**config.mk**
```make
export PLATFORM = sky130hd
export DESIGN_NAME = solver_dispatch
export DESIGN_NICKNAME = d
export VERILOG_FILES = /design/src/rtl/solver_dispatch.sv
export SDC_FILE = /design/constraint.sdc
export NUM_CORES = 1
export LEC_CHECK = 0
export ABC_AREA = 1
export CAP_MARGIN = 30
export CORE_ASPECT_RATIO = 0.6
export CORE_MARGIN = 5
export CORE_UTILIZATION = 50
export DETAILED_ROUTE_END_ITERATION = 6
export PLACE_DENSITY = 0.9
export SETUP_SLACK_MARGIN = 0.2
export SYNTH_ARGS = -nofsm -noshare
export SYNTH_HDL_FRONTEND = slang
export SYNTH_SLANG_ARGS = --single-unit
```
**constraint.sdc**
```tcl
create_clock -name clock -period 3.3 [get_ports clock]
set_clock_uncertainty 0.1 [all_clocks]
set_input_delay 0.495 -clock clock [delete_from_list [all_inputs] [get_ports clock]]
set_output_delay 0.495 -clock clock [all_outputs]
set_load 0.03 [all_outputs]
```
**src/rtl/solver_dispatch.sv**
```systemverilog
// Job dispatcher for a pool of fractal solver cores: allocates an idle core, streams its
// configuration and c limbs over a shared write bus, and merges finished counts round-robin.
//
// state   | meaning
// IDLE    | wait for a job descriptor; zero-limb jobs are dropped here
// CFG     | write num_limbs / iteration limit into target core, mark it busy
// LOAD_RE | stream real limbs 0..n-1 into target core
// LOAD_IM | stream imaginary limbs 0..n-1 into target core
// START   | pulse start on target core
module solver_dispatch #(
    parameter int NUM_SOLVERS     = 4,
    parameter int LIMB_INDEX_BITS = 6,
    parameter int LIMB_BITS       = 32,
    parameter int ID_BITS         = 16
) (
    input  logic                       clock,
    input  logic                       reset,
    input  logic                       job_valid,
    output logic                       job_ready,
    input  logic [ID_BITS-1:0]         job_id,
    input  logic [LIMB_INDEX_BITS-1:0] job_num_limbs,
    input  logic [15:0]                job_iter_lim,
    input  logic                       limb_valid,
    output logic                       limb_ready,
    input  logic [LIMB_BITS-1:0]       limb_data,
    output logic [LIMB_INDEX_BITS-1:0] s_wr_ind,
    output logic [LIMB_BITS-1:0]       s_wr_data,
    output logic [LIMB_INDEX_BITS-1:0] s_num_limbs_data,
    output logic [15:0]                s_iter_lim_data,
    output logic [NUM_SOLVERS-1:0]     s_wr_real_en,
    output logic [NUM_SOLVERS-1:0]     s_wr_imag_en,
    output logic [NUM_SOLVERS-1:0]     s_wr_num_limbs_en,
    output logic [NUM_SOLVERS-1:0]     s_wr_iter_lim_en,
    output logic [NUM_SOLVERS-1:0]     s_start,
    input  logic [NUM_SOLVERS-1:0]     s_out_ready,
    input  logic [16*NUM_SOLVERS-1:0]  s_iteration_count,
    output logic                       res_valid,
    input  logic                       res_ready,
    output logic [ID_BITS-1:0]         res_id,
    output logic [15:0]                res_count,
    output logic [NUM_SOLVERS-1:0]     busy_mask,
    output logic                       drop_pulse
);

    localparam int PTR_BITS = (NUM_SOLVERS > 1) ? $clog2(NUM_SOLVERS) : 1;

    typedef enum logic [2:0] {IDLE, CFG, LOAD_RE, LOAD_IM, START} state_t;

    state_t                     state, state_nxt;
    logic [NUM_SOLVERS-1:0]     busy, armed, done;
    logic [ID_BITS-1:0]         tag [NUM_SOLVERS];
    logic [PTR_BITS-1:0]        rr_ptr, tgt, free_idx, grant_idx, res_core;
    logic [PTR_BITS-1:0]        hi_idx, lo_idx;
    logic                       any_free, hi_hit, lo_hit;
    logic [ID_BITS-1:0]         cur_id;
    logic [LIMB_INDEX_BITS-1:0] cur_n, cnt;
    logic [15:0]                cur_lim;
    logic                       job_hs, limb_hs, res_hs, last_limb;

    assign job_ready  = reset & (state == IDLE) & any_free;
    assign limb_ready = reset & ((state == LOAD_RE) || (state == LOAD_IM));
    assign job_hs     = job_valid & job_ready;
    assign limb_hs    = limb_valid & limb_ready;
    assign res_hs     = res_valid & res_ready;
    assign drop_pulse = job_hs & (job_num_limbs == '0);
    assign last_limb  = (cnt == cur_n - LIMB_INDEX_BITS'(1));

    assign s_wr_ind         = cnt;
    assign s_wr_data        = limb_ready ? limb_data : '0;
    assign s_num_limbs_data = cur_n;
    assign s_iter_lim_data  = cur_lim;
    assign busy_mask        = busy;
    assign done             = busy & armed & s_out_ready;

    always_comb begin
        free_idx = '0;
        any_free = 1'b0;
        for (int k = NUM_SOLVERS - 1; k >= 0; k--) begin
            if (!busy[k]) begin
                free_idx = PTR_BITS'(k);
                any_free = 1'b1;
            end
        end
    end

    // First done core at or above the pointer wins; otherwise wrap to the lowest done core.
    always_comb begin
        hi_hit = 1'b0;
        lo_hit = 1'b0;
        hi_idx = '0;
        lo_idx = '0;
        for (int k = NUM_SOLVERS - 1; k >= 0; k--) begin
            if (done[k]) begin
                lo_hit = 1'b1;
                lo_idx = PTR_BITS'(k);
                if (k >= int'(rr_ptr)) begin
                    hi_hit = 1'b1;
                    hi_idx = PTR_BITS'(k);
                end
            end
        end
        grant_idx = hi_hit ? hi_idx : lo_idx;
    end

    always_comb begin
        state_nxt         = state;
        s_wr_num_limbs_en = '0;
        s_wr_iter_lim_en  = '0;
        s_wr_real_en      = '0;
        s_wr_imag_en      = '0;
        s_start           = '0;
        case (state)
            IDLE: if (job_hs && job_num_limbs != '0) state_nxt = CFG;
            CFG: begin
                s_wr_num_limbs_en[tgt] = 1'b1;
                s_wr_iter_lim_en[tgt]  = 1'b1;
                state_nxt              = LOAD_RE;
            end
            LOAD_RE: begin
                s_wr_real_en[tgt] = limb_hs;
                if (limb_hs && last_limb) state_nxt = LOAD_IM;
            end
            LOAD_IM: begin
                s_wr_imag_en[tgt] = limb_hs;
                if (limb_hs && last_limb) state_nxt = START;
            end
            START: begin
                s_start[tgt] = 1'b1;
                state_nxt    = IDLE;
            end
            default: state_nxt = IDLE;
        endcase
    end

    always_ff @(posedge clock or negedge reset) begin
        if (!reset) begin
            state   <= IDLE;
            cur_id  <= '0;
            cur_n   <= '0;
            cur_lim <= '0;
            tgt     <= '0;
            cnt     <= '0;
        end else begin
            state <= state_nxt;
            if (job_hs) begin
                cur_id  <= job_id;
                cur_n   <= job_num_limbs;
                cur_lim <= job_iter_lim;
                tgt     <= free_idx;
            end
            if (limb_hs) cnt <= last_limb ? '0 : cnt + LIMB_INDEX_BITS'(1);
        end
    end

    // armed waits for the core to drop out_ready after start, so a stale done flag is ignored.
    always_ff @(posedge clock or negedge reset) begin
        if (!reset) begin
            busy  <= '0;
            armed <= '0;
            for (int k = 0; k < NUM_SOLVERS; k++) tag[k] <= '0;
        end else begin
            for (int k = 0; k < NUM_SOLVERS; k++) begin
                if (res_hs && res_core == PTR_BITS'(k)) begin
                    busy[k]  <= 1'b0;
                    armed[k] <= 1'b0;
                end else begin
                    if (state == CFG && tgt == PTR_BITS'(k)) begin
                        busy[k] <= 1'b1;
                        tag[k]  <= cur_id;
                    end
                    if (state == START && tgt == PTR_BITS'(k)) armed[k] <= 1'b0;
                    else if (busy[k] && !s_out_ready[k])       armed[k] <= 1'b1;
                end
            end
        end
    end

    always_ff @(posedge clock or negedge reset) begin
        if (!reset) begin
            res_valid <= 1'b0;
            res_id    <= '0;
            res_count <= '0;
            res_core  <= '0;
            rr_ptr    <= '0;
        end else if (res_hs) begin
            res_valid <= 1'b0;
            rr_ptr    <= (res_core == PTR_BITS'(NUM_SOLVERS - 1)) ? '0 : res_core + PTR_BITS'(1);
        end else if (!res_valid && lo_hit) begin
            res_valid <= 1'b1;
            res_id    <= tag[grant_idx];
            res_count <= s_iteration_count[{grant_idx, 4'h0} +: 16];
            res_core  <= grant_idx;
        end
    end

endmodule
```
==> summary.md, run 1 <==
| Metric | Value |
|---|---|
| Post-CTS Setup Repair Bufs | 0 |
| # hold bufs at CTS | 0 |
| Drt first-iter violations | 648 |
| Arrival @ worst endpoint | 2230 ps |
| RR Startpoint | state[2]$_DFFE_PN0P_ |
| H-Tree Depth | 4 |
| Pint | 5.86 mW |
| End of the worst register-to-register path | cur_id[3]$_DFFE_PN0P_ |
| Max clock buf depth | 2 |
| Outcome | finished, final reports clean |
| Min Tclk post-route | 2830 ps |
| Synth async-reset ratio | 100% |
| Layout area overhead | 41.1% |
| Maximum VDD drop | 0.408 mV |
| Worst Setup End Kind | output port |
| Comb pwr share | 50.9% |
| Crit path required time | 2700 ps |
| Dpl cells | 1,508 |
| Port Buffer Count | 262 |
| Yosys cell types | 33 |
| Die area | 18,900 µm² |
| Core Rows | 36 |
| Slew Limit Fails | 0 |
| Setup total negative slack | 0 ps |
| HPWL Detailed | 18,100 µm |
| Core box area | 16,000 µm² |
| Final ANT Viol Nets | 0 |
| Crit Path Category | register to output port |
| Leakage | 5.63 nW |
| Final RePlAce weighted congestion | 0.910 |
| Die height | 109 µm |
| Number of buffers created by CTS | 17 |
| Met3 WL | 2040 µm |
| Fin crit share | 85.7% |
| # setup viols final | 0 |
| Root buffer cell | clkbuf_16 |
| Headroom to the max-slew limit | 42.0% |
| Synthesized flop and latch total | 158 |
| Syn avg cell area | 7.55 µm² |
| IO Count | 263 |
| Main synth FF type | dfrtp_1 |
| PostCTS Resize Cnt | 0 |
| Startpoint Class | register |
| Crit Path Max Fanout | 6 |
| Final Util | 71.2% |
| Largest net degree at the start of global routing | 159 |
| GRT Resource Usage Total | 26.4% |
| Ant diodes | 0 |
| Crit-path max cell delay | 740 ps |
| FF-to-FF path depth | 8 |
| Overall power | 10.6 mW |
| Register area share after synthesis | 48.9% |
| Highest metal layer with signal wires | met4 |
| Vias/cell | 5.07 |
| Routed vias | 7,812 |
| CTS tree | done |
| Initial Util | 50.5% |
| Crit. Startpoint | state[2]$_DFFE_PN0P_ |
| Layout cell share with drive strength beyond 1 | 9.02% |
| WL met2 | 11,800 µm |
| Slowest cell on the critical path | clkdlybuf4s50_1 |
| Vias in the first global route | 7,761 |
| Routed length on met1 | 10,600 µm |
| GR Overflow Total | 0 |
| Synth warn | 0 |
| Syn Inst Count | 1,071 |
| Initial antenna violation count | 0 |
| Max frequency | 354 MHz |
| Clock sinks | 158 |
| Slew at the pin closest to its max-slew limit | 870 ps |
| Crit-path cells | nor3_1 -> inv_1 -> nor2_1 -> clkdlybuf4s50_1 |
| Synthesized Nets | 1,220 |
| Fin. Hold Viols | 0 |
| Switching share of power | 44.8% |
| WHS | 81.3 ps |
| Pwr/cell area | 930 nW/µm² |
| Cell family with most CP delay | buffers and inverters |
| Max-cap viol count | 0 |
| DRC Markers | 0 |
| Reg clk slew, reported paths | 70 ps |
| Number of enable flip-flop cells after synthesis | 0 |
| Finished Layout Cells | 1,540 |
| FF-to-FF setup slack | 1000 ps |
| WL final | 24,800 µm |
| Nets | 1,467 |
| First-pass GRT wire length | 40,100 µm |
| Drt first pass iters | 5 |
| P_sw | 4.76 mW |
| DR WL/cell | 16.1 µm |
| Die X | 174 µm |
| Hold Crit Class | primary input to async pin |
| Synth Cell Area | 8090 µm² |
| WP buf/inv | 2 |
| Part of the power in registers | 32.0% |
| Unrepaired setup endpoints after global routing | false |
| Clock share of power | 17.1% |
| Clk Latency, worst-skew pair | 420 ps |
[metal layers]
metal | up-vias | track usage (%)
met1 | 3663 | 33.8
met3 | 27 | 6.95
li1 | 3797 | -
met2 | 325 | 45.6
met5 | - | 0
met4 | 0 | 6.15
[stage by stage]
stage,instance area [µm²],setup WS [ps]
floorplan,8090,603
global placement,10900,488
detailed placement,10900,579
CTS,11400,496
global route,11400,417
finish,11400,473
[cell usage after synthesis, drive strengths merged (9+ instances only)]
cell | number | area share, %
nand3 | 102 | 6.4
or2 | 23 | 1.8
o211ai | 22 | 2.6
nor3 | 15 | 1.1
clkbuf | 18 | 0.84
inv | 174 | 8.1
a21oi | 9 | 0.65
nor2 | 68 | 3.5
dfrtp | 158 | 49
o21ai | 98 | 6.1
buf | 35 | 2.7
nand2 | 333 | 16
[power by group through the flow]
| stage | clock network, mW | logic (mW) | registers, mW |
|---|---|---|---|
| final | 1.82 | 5.41 | 3.40 |
| after global placement | 0 | 5.24 | 3.37 |
| after CTS | 1.83 | 5.44 | 3.39 |
| after global routing | 1.92 | 5.98 | 3.51 |
| after floorplan | 0 | 2.82 | 3.99 |
| after detailed placement | 0 | 5.41 | 3.41 |
[cells by family (layout without fill, tap and decap cells)]
kind of cell	after synthesis	count (layout)	synth area share, %
flip-flops	158	158	48.9
buffers and inverters	227	487	11.6
AO/OA/AOI/OAI	132	132	9.68
AND/OR/NAND/NOR	544	544	28.5
adder cells (fa/ha/maj)	6	6	0.928
XOR/XNOR	4	4	0.433
[state kept, by name, indices dropped and copies added (netlist names)]
name,flops
res_valid,1
s_iter_lim_data,16
cur_id,16
state,3
res_count,16
s_num_limbs_data,6
rr_ptr,2
tag,64
busy_mask,4
s_wr_ind,6
tgt,2
res_id,16
armed,4
res_core,2
[layout by cell type, fill, tap and decap left out, types with 2 or more instances in the layout]
cell type / instances
a21oi_1: 7
a21oi_2: 2
buf_12: 10
buf_4: 49
clkbuf_1: 2
clkbuf_16: 17
clkbuf_8: 2
clkdlybuf4s50_1: 220
clkinv_4: 5
clkinvlp_4: 4
dfrtp_1: 158
ha_1: 6
inv_1: 170
inv_2: 4
nand2_1: 331
nand3_1: 101
nand4_1: 3
nor2_1: 60
nor2_2: 7
nor3_1: 14
o211ai_1: 13
o211ai_2: 9
o21ai_0: 95
o21ai_1: 2
or2_0: 15
or2_1: 8
xnor2_1: 3
[final cells by class]
cell class              count  area (µm²)
fillers                  1223        4620
repair buffers            281        2800
flip-flops and latches    158        3950
clock buffers              21         460
clock inverters            11        87.6
multi-input cells         686        3210
inverters                 174         653
well taps                 209         262
[how the worst max path moves through the flow]
stage                       endpoint  cells after the start
2_1_floorplan             drop_pulse                      6
6_report         s_wr_iter_lim_en[2]                      4
4_1_cts          s_wr_iter_lim_en[2]                      4
3_3_place_gp   res_id[2]$_DFFE_PN0P_                      9
3_5_place_dp   res_id[0]$_DFFE_PN0P_                      8
5_1_grt                s_wr_data[21]                      5
No activity file was read; power rests on OpenSTA's default activity.
==> run 2: changes to the inputs <==
--- a/config.mk
+++ b/config.mk
@@ -11,8 +11,10 @@
 export CORE_MARGIN = 5
 export CORE_UTILIZATION = 50
 export DETAILED_ROUTE_END_ITERATION = 6
-export PLACE_DENSITY = 0.9
+export DONT_BUFFER_PORTS = 1
+export PLACE_DENSITY = 0.69
 export SETUP_SLACK_MARGIN = 0.2
 export SYNTH_ARGS = -nofsm -noshare
 export SYNTH_HDL_FRONTEND = slang
 export SYNTH_SLANG_ARGS = --single-unit
+export TNS_END_PERCENT = 1
==> summary.md, run 2 (synthesized netlist as in run 1, its figures left out) <==
| Metric | Value |
|---|---|
| Outcome | finished with violations (was finished, final reports clean) |
| Violated checks | hold timing |
| Maximum VDD drop | 0.392 mV (was 0.408 mV) |
| Slew Limit Fails | 0 (unchanged) |
| Largest register FFs | 64 (unchanged) |
| Sequential Area | 3950 µm² (unchanged) |
| Drt first pass iters | 4 (was 5) |
| Ant diodes | 0 (unchanged) |
| Reg clk slew, reported paths | 70 ps (about the same) |
| Commonest non-fill, non-tap cells in the layout | nand2_1 (331), inv_1 (170), dfrtp_1 (158) (was nand2_1 (331), clkdlybuf4s50_1 (220), inv_1 (170)) |
| Leakage | 4.79 nW (was 5.63 nW) |
| Design area | 9150 µm² (was 11,400 µm²) |
| WHS | -333 ps (was 81.3 ps) |
| H-Tree Depth | 4 (unchanged) |
| Most common cell after layout, fill and taps aside | nand2_1 (unchanged) |
| Nets | 1,244 (was 1,467) |
| Port Buffer Count | 0 (was 262) |
| Unrepaired setup endpoints after global routing | true (was false) |
| Crit path depth | 4 (unchanged) |
| Crit path required time | 2700 ps (about the same) |
| Clk Latency, worst-skew pair | 420 ps (about the same) |
| First-pass GRT wire length | 32,900 µm (was 40,100 µm) |
| Max-cap viol count | 0 (unchanged) |
| Part of the power in registers | 42.6% (was 32.0%) |
| Most flops, register | tag (unchanged) |
| PostCTS Resize Cnt | 0 (unchanged) |
| FF-to-FF path depth | 8 (unchanged) |
| FF-to-FF setup slack | 640 ps (was 1000 ps) |
| Comb pwr share | 36.8% (was 50.9%) |
| Clock share of power | 20.6% (was 17.1%) |
| Min Tclk post-route | 2950 ps (was 2830 ps) |
| Cell family with most CP delay | buffers and inverters (unchanged) |
| Pwr/cell area | 1060 nW/µm² (was 930 nW/µm²) |
| Crit Path Max Fanout | 32 (was 6) |
| Max frequency | 339 MHz (was 354 MHz) |
| Switching share of power | 47.2% (was 44.8%) |
| Routed vias | 6,701 (was 7,812) |
| Startpoint Class | register (unchanged) |
| Multi-input gate area | 3210 µm² (unchanged) |
| Die X | 174 µm (unchanged) |
| Largest net degree at the start of global routing | 160 (was 159) |
| Core Rows | 36 (unchanged) |
| FILL cells | 1,495 (was 1,223) |
| Die height | 109 µm (unchanged) |
| Pint | 5.13 mW (was 5.86 mW) |
| Number of buffers created by CTS | 17 (unchanged) |
| Drt first-iter violations | 446 (was 648) |
| Die area | 18,900 µm² (unchanged) |
| Vias in the first global route | 6,181 (was 7,761) |
| Max clock buf depth | 2 (unchanged) |
| Final RePlAce weighted congestion | 0.875 (was 0.910) |
| Crit-path max cell delay | 540 ps (was 740 ps) |
| Post-CTS Setup Repair Bufs | 0 (unchanged) |
| Fin. Hold Viols | 158 (was 0) |
| P_sw | 4.58 mW (was 4.76 mW) |
| Core box area | 16,000 µm² (unchanged) |
| Crit-path cells | nor3_4 -> inv_1 -> nor2_1 -> buf_4 (was nor3_1 -> inv_1 -> nor2_1 -> clkdlybuf4s50_1) |
| Placed Area | 8520 µm² (was 10,900 µm²) |
| Clock sinks | 158 (unchanged) |
| IO Count | 263 (unchanged) |
| Setup total negative slack | 0 ps (unchanged) |
| Headroom to the max-slew limit | 36.1% (was 42.0%) |
| Layout cell share with drive strength beyond 1 | 10.7% (was 9.02%) |
| Layout area overhead | 13.0% (was 41.1%) |
| Vias/cell | 5.09 (was 5.07) |
| Worst Setup End Kind | output port (unchanged) |
| HPWL Detailed | 14,200 µm (was 18,100 µm) |
| Initial Util | 50.5% (unchanged) |
| DRC Markers | 0 (unchanged) |
| Slew at the pin closest to its max-slew limit | 957 ps (was 870 ps) |
| CTS tree | done (unchanged) |
| DR WL/cell | 15.5 µm (was 16.1 µm) |
| Hold Crit Class | primary input to async pin (unchanged) |
| WL final | 20,400 µm (was 24,800 µm) |
| Final ANT Viol Nets | 0 (unchanged) |
| Arrival @ worst endpoint | 2360 ps (was 2230 ps) |
| GRT Resource Usage Total | 21.5% (was 26.4%) |
| Root buffer cell | clkbuf_16 (unchanged) |
| WP buf/inv | 2 (unchanged) |
| # setup viols final | 0 (unchanged) |
| Initial antenna violation count | 0 (unchanged) |
| Slowest cell on the critical path | inv_1 (was clkdlybuf4s50_1) |
| Fin crit share | 89.4% (was 85.7%) |
| GR Overflow Total | 0 (unchanged) |
| Crit Path Category | register to output port (unchanged) |
[run 2: cell type report]
cell class / instances / share of cell area [%]
flip-flops and latches: 158 / 43.2
multi-input cells: 686 / 35.1
inverters: 174 / 7.14
repair buffers: 58 / 5.12
clock buffers: 18 / 4.80
well taps: 209 / 2.86
clock inverters: 14 / 1.79
[run 2: power groups by stage]
stage | combinational, mW | clock (mW) | sequential, mW
3_5_place_dp | 3.58 | 0 | 4.17
2_1_floorplan | 2.82 | 0 | 3.99
6_report | 3.57 | 2.00 | 4.14
5_1_grt | 4.12 | 2.13 | 4.25
3_3_place_gp | 3.49 | 0 | 4.17
4_1_cts | 3.59 | 2.04 | 4.14
[run 2: path summary, 6_finish.rpt]
path	start	end
worst max-delay path	state[2]$_DFFE_PN0P_	s_wr_data[6]
worst min-delay path	reset	s_iter_lim_data[9]$_DFFE_PN0P_
worst max register to register	busy_mask[3]$_DFFE_PN0P_	res_id[2]$_DFFE_PN0P_
worst min register to register	tag[26]$_DFFE_PN0P_	tag[26]$_DFFE_PN0P_
max in group asynchronous	reset	tag[23]$_DFFE_PN0P_
min in group clock	job_iter_lim[2]	s_iter_lim_data[2]$_DFFE_PN0P_
[run 2: stage by stage]
step	setup WS (ps)	total power, mW	utilization (%)	hold WS (ps)	instances
final	349	9.71	57.0	-333	1317
after global routing	119	10.5	57.0	-362	1317
after CTS	306	9.77	56.9	-348	1316
after detailed placement	654	7.75	53.1	103	1284
after global placement	699	7.66	53.1	103	1283
after floorplan	603	6.81	-	99.4	1071
[run 2: routing by layer]
| metal | vias up | global-route usage, % | wire length, µm |
|---|---|---|---|
| met5 | - | 0 | 0 |
| met4 | 0 | 4.74 | 217 |
| met3 | 18 | 6.15 | 1410 |
| met2 | 210 | 32.8 | 9020 |
| met1 | 3116 | 30.7 | 9790 |
| li1 | 3357 | - | - |
